==> src/rtl/approx_mul_seq.sv <==
// approx_mul_seq: sequential 8x8 unsigned multiplier built around a single
// 4x4 sub-multiplier that is stepped over the four nibble products.
// Optional build macro LL_TRUNC_EN drops the low*low nibble pass, giving a
// faster approximate product (LL term treated as zero).
// Parameter FLUSH_ON_ZERO short-circuits a zero operand straight to DONE.
module approx_mul_seq #(
    parameter int unsigned FLUSH_ON_ZERO = 1
) (
    input  logic        clk,
    input  logic        rst,
    input  logic        in_valid,
    output logic        in_ready,
    input  logic [7:0]  a,
    input  logic [7:0]  b,
    output logic        out_valid,
    input  logic        out_ready,
    output logic [15:0] prod8,
    output logic        busy
);

    typedef enum logic [2:0] {
        IDLE,
        PP_LL,
        PP_LH,
        PP_HL,
        PP_HH,
        DONE
    } state_t;

    state_t      state;
    state_t      state_next;

    logic [7:0]  a_q;
    logic [7:0]  b_q;
    logic [15:0] acc;

    logic        accept;
    logic        zero_op;
    logic        acc_add;

    logic [3:0]  mul_x;
    logic [3:0]  mul_y;
    logic [7:0]  pp;
    logic [15:0] pp_shifted;

    assign accept  = in_valid && (state == IDLE);
    assign zero_op = (FLUSH_ON_ZERO != 0) && ((a == '0) || (b == '0));
    assign prod8   = acc;

    // State register with synchronous reset taking priority over everything.
    always_ff @(posedge clk) begin
        if (rst) begin
            state <= IDLE;
        end else begin
            state <= state_next;
        end
    end

    // Next-state sequencing and handshake outputs.
    always_comb begin
        state_next = state;
        in_ready   = 1'b0;
        out_valid  = 1'b0;
        busy       = 1'b1;
        acc_add    = 1'b0;
        case (state)
            IDLE: begin
                in_ready = 1'b1;
                busy     = 1'b0;
                if (in_valid) begin
                    if (zero_op) begin
                        state_next = DONE;
                    end else begin
`ifdef LL_TRUNC_EN
                        state_next = PP_LH;
`else
                        state_next = PP_LL;
`endif
                    end
                end
            end
            PP_LL: begin
                acc_add    = 1'b1;
                state_next = PP_LH;
            end
            PP_LH: begin
                acc_add    = 1'b1;
                state_next = PP_HL;
            end
            PP_HL: begin
                acc_add    = 1'b1;
                state_next = PP_HH;
            end
            PP_HH: begin
                acc_add    = 1'b1;
                state_next = DONE;
            end
            DONE: begin
                out_valid = 1'b1;
                if (out_ready) begin
                    state_next = IDLE;
                end
            end
            default: begin
                state_next = IDLE;
            end
        endcase
    end

    // Nibble selection for the shared 4x4 multiplier and alignment of its result.
    always_comb begin
        mul_x      = a_q[3:0];
        mul_y      = b_q[3:0];
        pp_shifted = '0;
        case (state)
            PP_LH:   mul_y = b_q[7:4];
            PP_HL:   mul_x = a_q[7:4];
            PP_HH: begin
                mul_x = a_q[7:4];
                mul_y = b_q[7:4];
            end
            default: ;
        endcase
        pp = {4'b0000, mul_x} * {4'b0000, mul_y};
        case (state)
            PP_LL:         pp_shifted = {8'h00, pp};
            PP_LH, PP_HL:  pp_shifted = {4'h0, pp, 4'h0};
            PP_HH:         pp_shifted = {pp, 8'h00};
            default:       pp_shifted = '0;
        endcase
    end

    // Operand capture on accept and 16-bit modulo accumulation per pass.
    always_ff @(posedge clk) begin
        if (rst) begin
            a_q <= '0;
            b_q <= '0;
            acc <= '0;
        end else if (accept) begin
            a_q <= a;
            b_q <= b;
            acc <= '0;
        end else if (acc_add) begin
            acc <= acc + pp_shifted;
        end
    end

endmodule

==> config.mk <==
export PLATFORM = sky130hd
export DESIGN_NAME = approx_mul_seq
export DESIGN_NICKNAME = d
export VERILOG_FILES = /design/src/rtl/approx_mul_seq.sv
export SDC_FILE = /design/constraint.sdc
export NUM_CORES = 1
export LEC_CHECK = 0
export ABC_AREA = 1
export BUFFER_PORTS_ARGS = -buffer_cell sky130_fd_sc_hd__buf_2
export CAP_MARGIN = 20
export CELL_PAD_IN_SITES_DETAIL_PLACEMENT = 0
export CELL_PAD_IN_SITES_GLOBAL_PLACEMENT = 2
export CORE_ASPECT_RATIO = 1.5
export CORE_MARGIN = 4
export CORE_UTILIZATION = 31
export DETAILED_ROUTE_END_ITERATION = 12
export PLACE_DENSITY_LB_ADDON = 0.1
export SYNTH_ARGS = -nofsm -noshare
export SYNTH_HDL_FRONTEND = slang
export SYNTH_SLANG_ARGS = --single-unit
export TNS_END_PERCENT = 30
==> constraint.sdc <==
create_clock -name clk -period 5.6 [get_ports clk]
set_clock_uncertainty 0.2 [all_clocks]
set_input_delay 1.12 -clock clk [delete_from_list [all_inputs] [get_ports clk]]
set_output_delay 1.12 -clock clk [all_outputs]
set_load 0.1 [all_outputs]
==> key figures <==
Outcome
  – Status: completed

Final layout
  – Layout Cells excl Fill: 585
  – Fraction of layout cells with a size suffix above 1: 0.1579
  – Layout Nets: 526
  – Syn-to-layout area delta: 18.86%
  – Final Cell Area: 3343 sq um
  – N_diodes: 0

Worst setup path
  – CP Depth: 28
  – CP delay by family, top: adder cells
  – CP max-delay cell: fa_1
  – CP max stage delay: 0.56 ns
  – Crit end category: flop
  – Crit path kind: flop to flop
  – WP data required: 5.59 ns
  – Worst r2r src: state[0]
  – Buffer and inverter count on the worst path: 6
  – Startpoint type of the worst setup path: flop
  – Worst Path Arrival: 5.26 ns
  – Crit-path max FO: 9
  – Reg2reg end: prod8[9]
  – Worst R2R Path Depth: 28
  – R2R Setup Slk: 0.33 ns

Die
  – I/O pins: 39
  – Initial Util: 0.3186
  – Die outline width: 85.78 um
  – Die area: 10690 sq um
  – Die Ht: 124.7 um
  – # rows: 42
  – CORE AREA: 8828 sq um

Logic synthesis
  – Seq/Total Area, Yosys: 0.2491
  – Synth Warn #: 0
  – Largest area contributor in the netlist: dfxtp_1
  – Top post-synthesis cells by count: 87 x nand2_1, 60 x inv_1, 57 x nor2_1
  – Post-Syn Area per Cell: 6.481 sq um
  – Synth Area in Compound Gates: 0.1699
  – Post-synthesis mux area share: 0
  – Synth Area in Adders: 0.1557
  – Async S/R FF share, synth: 0
  – Flops & latches, synth: 35
  – Largest family of logic cells by synthesized area: simple AND/OR/NAND/NOR gates
  – Simple-gate portion of the synthesized area: 0.2909
  – Syn Nets: 486
  – Post-Synth XOR/XNOR Area: 0.02491
  – Yosys top cell area share: 0.2491
  – Yosys cell types: 33
  – Cell Area, Synth: 2813 sq um
  – Top cells by area, synth: dfxtp_1 25%, ha_1 12%, nand2_1 12%
  – Post-synth top flop: dfxtp_1
  – Most frequent cell after synthesis: nand2_1
  – EDFF count, synth: 0
  – Post-synthesis cell count: 434

STA
  – Final setup viols: 0
  – Slew HR: 0.4756
  – Worst Tran Pin Value: 0.7837 ns
  – Count of final hold-check violations: 0
  – Setup WS post-layout: 0.3268 ns
  – Unrepaired setup endpoints after global routing: false
  – Post-Route Setup TNS: 0 ns
  – Highest clock rate: 0.1896 GHz
  – Tcrit/Tclk final: 0.9416
  – Final Max Tran Viols: 0
  – Period minus WS final: 5.273 ns

Placed design
  – Placed cell area: 3099 sq um
  – Setup WS pre-CTS: 0.05542 ns
  – Port Buf Inserts: 38
  – DP Cell Count: 575
  – GPL Wtd Cong: 0.8193
  – DPL Wire Length: 7.178 mm

Drt
  – Met3 routed WL: 222 um
  – Routed Antenna Nets: 0
  – Final wirelength: 8.545 mm
  – Via count: 2824
  – DR WL met2: 5.020 mm
  – DR DRC count: 0
  – Highest metal used: met4
  – Met1 wire length: 3.127 mm
  – DR WL/cell: 14.61 um
  – Initial drt markers: 87
  – Via/cell ratio: 4.827
  – DRT Pass-1 Iters: 4

GRT
  – GRT Util Overall: 0.1674
  – First-pass GRT wire length: 13.89 mm
  – Pin count of the biggest net entering global routing: 27
  – Vias in the first global route: 2836
  – Grt ovf: 0
  – Initial antenna violation count: 0

Power
  – VDD IR max: 0.0002215 V
  – Lkg Pwr: 1.687 nW
  – Cell Pwr Density: 435.7 nW/um^2

Clock tree
  – Clock Sinks: 35
  – Total CTS buffers: 5
  – H-tree depth: 2
  – TritonCTS clock tree: built
  – CTS Hold Bufs: 0
  – Clk root buf: clkbuf_16
  – Clock insertion delay at the later pin of the skew report: 0.29 ns
  – Clk buf depth: 2
  – Reg clk slew, reported paths: 0.06 ns

Worst hold path
  – Hold Path Sink: a_q[0]
  – Hold Startpoint: a_q[0]
  – Hold path cells: 2
  – Worst min-delay path class: flop to flop

Flow run
  – Max Cap Violations: 0
-- where the power goes --
part           switching [mW]  internal [mW]
logic                   0.578          0.159
clock network           0.118          0.255
registers              0.0422          0.304
-- area by class of cell --
type	instances	area (sq um)
clock buffers	5	125.1
clock inverters	3	67.56
multi-input cells	321	1837
repair buffers	40	205.2
inverters	71	269.0
fillers	1012	5485
well taps	110	137.6
flip-flops and latches	35	701.9
-- per-stage QoR --
step | power, mW | util | hold slack [ns]
finish | 1.457 | 0.3787 | 0.2552
floorplan | 0.9464 | - | 0.2243
global placement | 1.092 | 0.3510 | 0.2471
global route | 1.557 | 0.3787 | 0.2848
CTS | 1.475 | 0.3729 | 0.2569
detailed placement | 1.093 | 0.3510 | 0.2491
-- cell families after synthesis --
logic type	after synthesis
simple gates	191
fa+ha+maj	32
flops	35
buf+inv	78
xor+xnor	8
compound gates	90
-- worst max-delay path by stage --
stage	from	to
global placement	state[1]	prod8[9]
detailed placement	state[1]	prod8[9]
finish	state[0]	prod8[9]
global route	state[0]	prod8[15]
floorplan	state[1]	prod8[9]
CTS	state[1]	prod8[9]
-- placed cells by master, fill, tap and decap left out, types with 4 or more instances in the layout --
cell type	count
a21oi_1	40
buf_2	38
clkbuf_16	5
dfxtp_1	34
fa_1	5
ha_1	27
inv_1	60
inv_2	9
nand2_1	86
nand3_1	22
nor2_1	57
nor4_1	5
o21ai_0	18
o21ai_1	15
o22ai_1	8
or2_2	4
xor2_1	5
-- registers in the layout (all words and copies together) (netlist names) --
name	flops
a_q	8
b_q	8
state	3
prod8	16
-- per-layer routing --
layer | vias to the layer above | track usage
li1 | 1489 | -
met1 | 1286 | 0.1609
met2 | 40 | 0.3429
met3 | 9 | 0.02250
met4 | 0 | 0.05965
met5 | - | 0
-- tightest hold or removal path, delay by kind of cell, from the launching register on --
kind	cells	cell delay, ns
DFF	1	0.29
buffers and inverters	1	0.06
AOI/OAI and AO/OA	1	0.05
-- what timing repair did --
action | 4_1_cts | 5_1_grt
resized for setup | 0 | 12
setup endpoints to repair | 0 | 8
setup buffers | 0 | 2
Power figures use the tool's default switching activity.
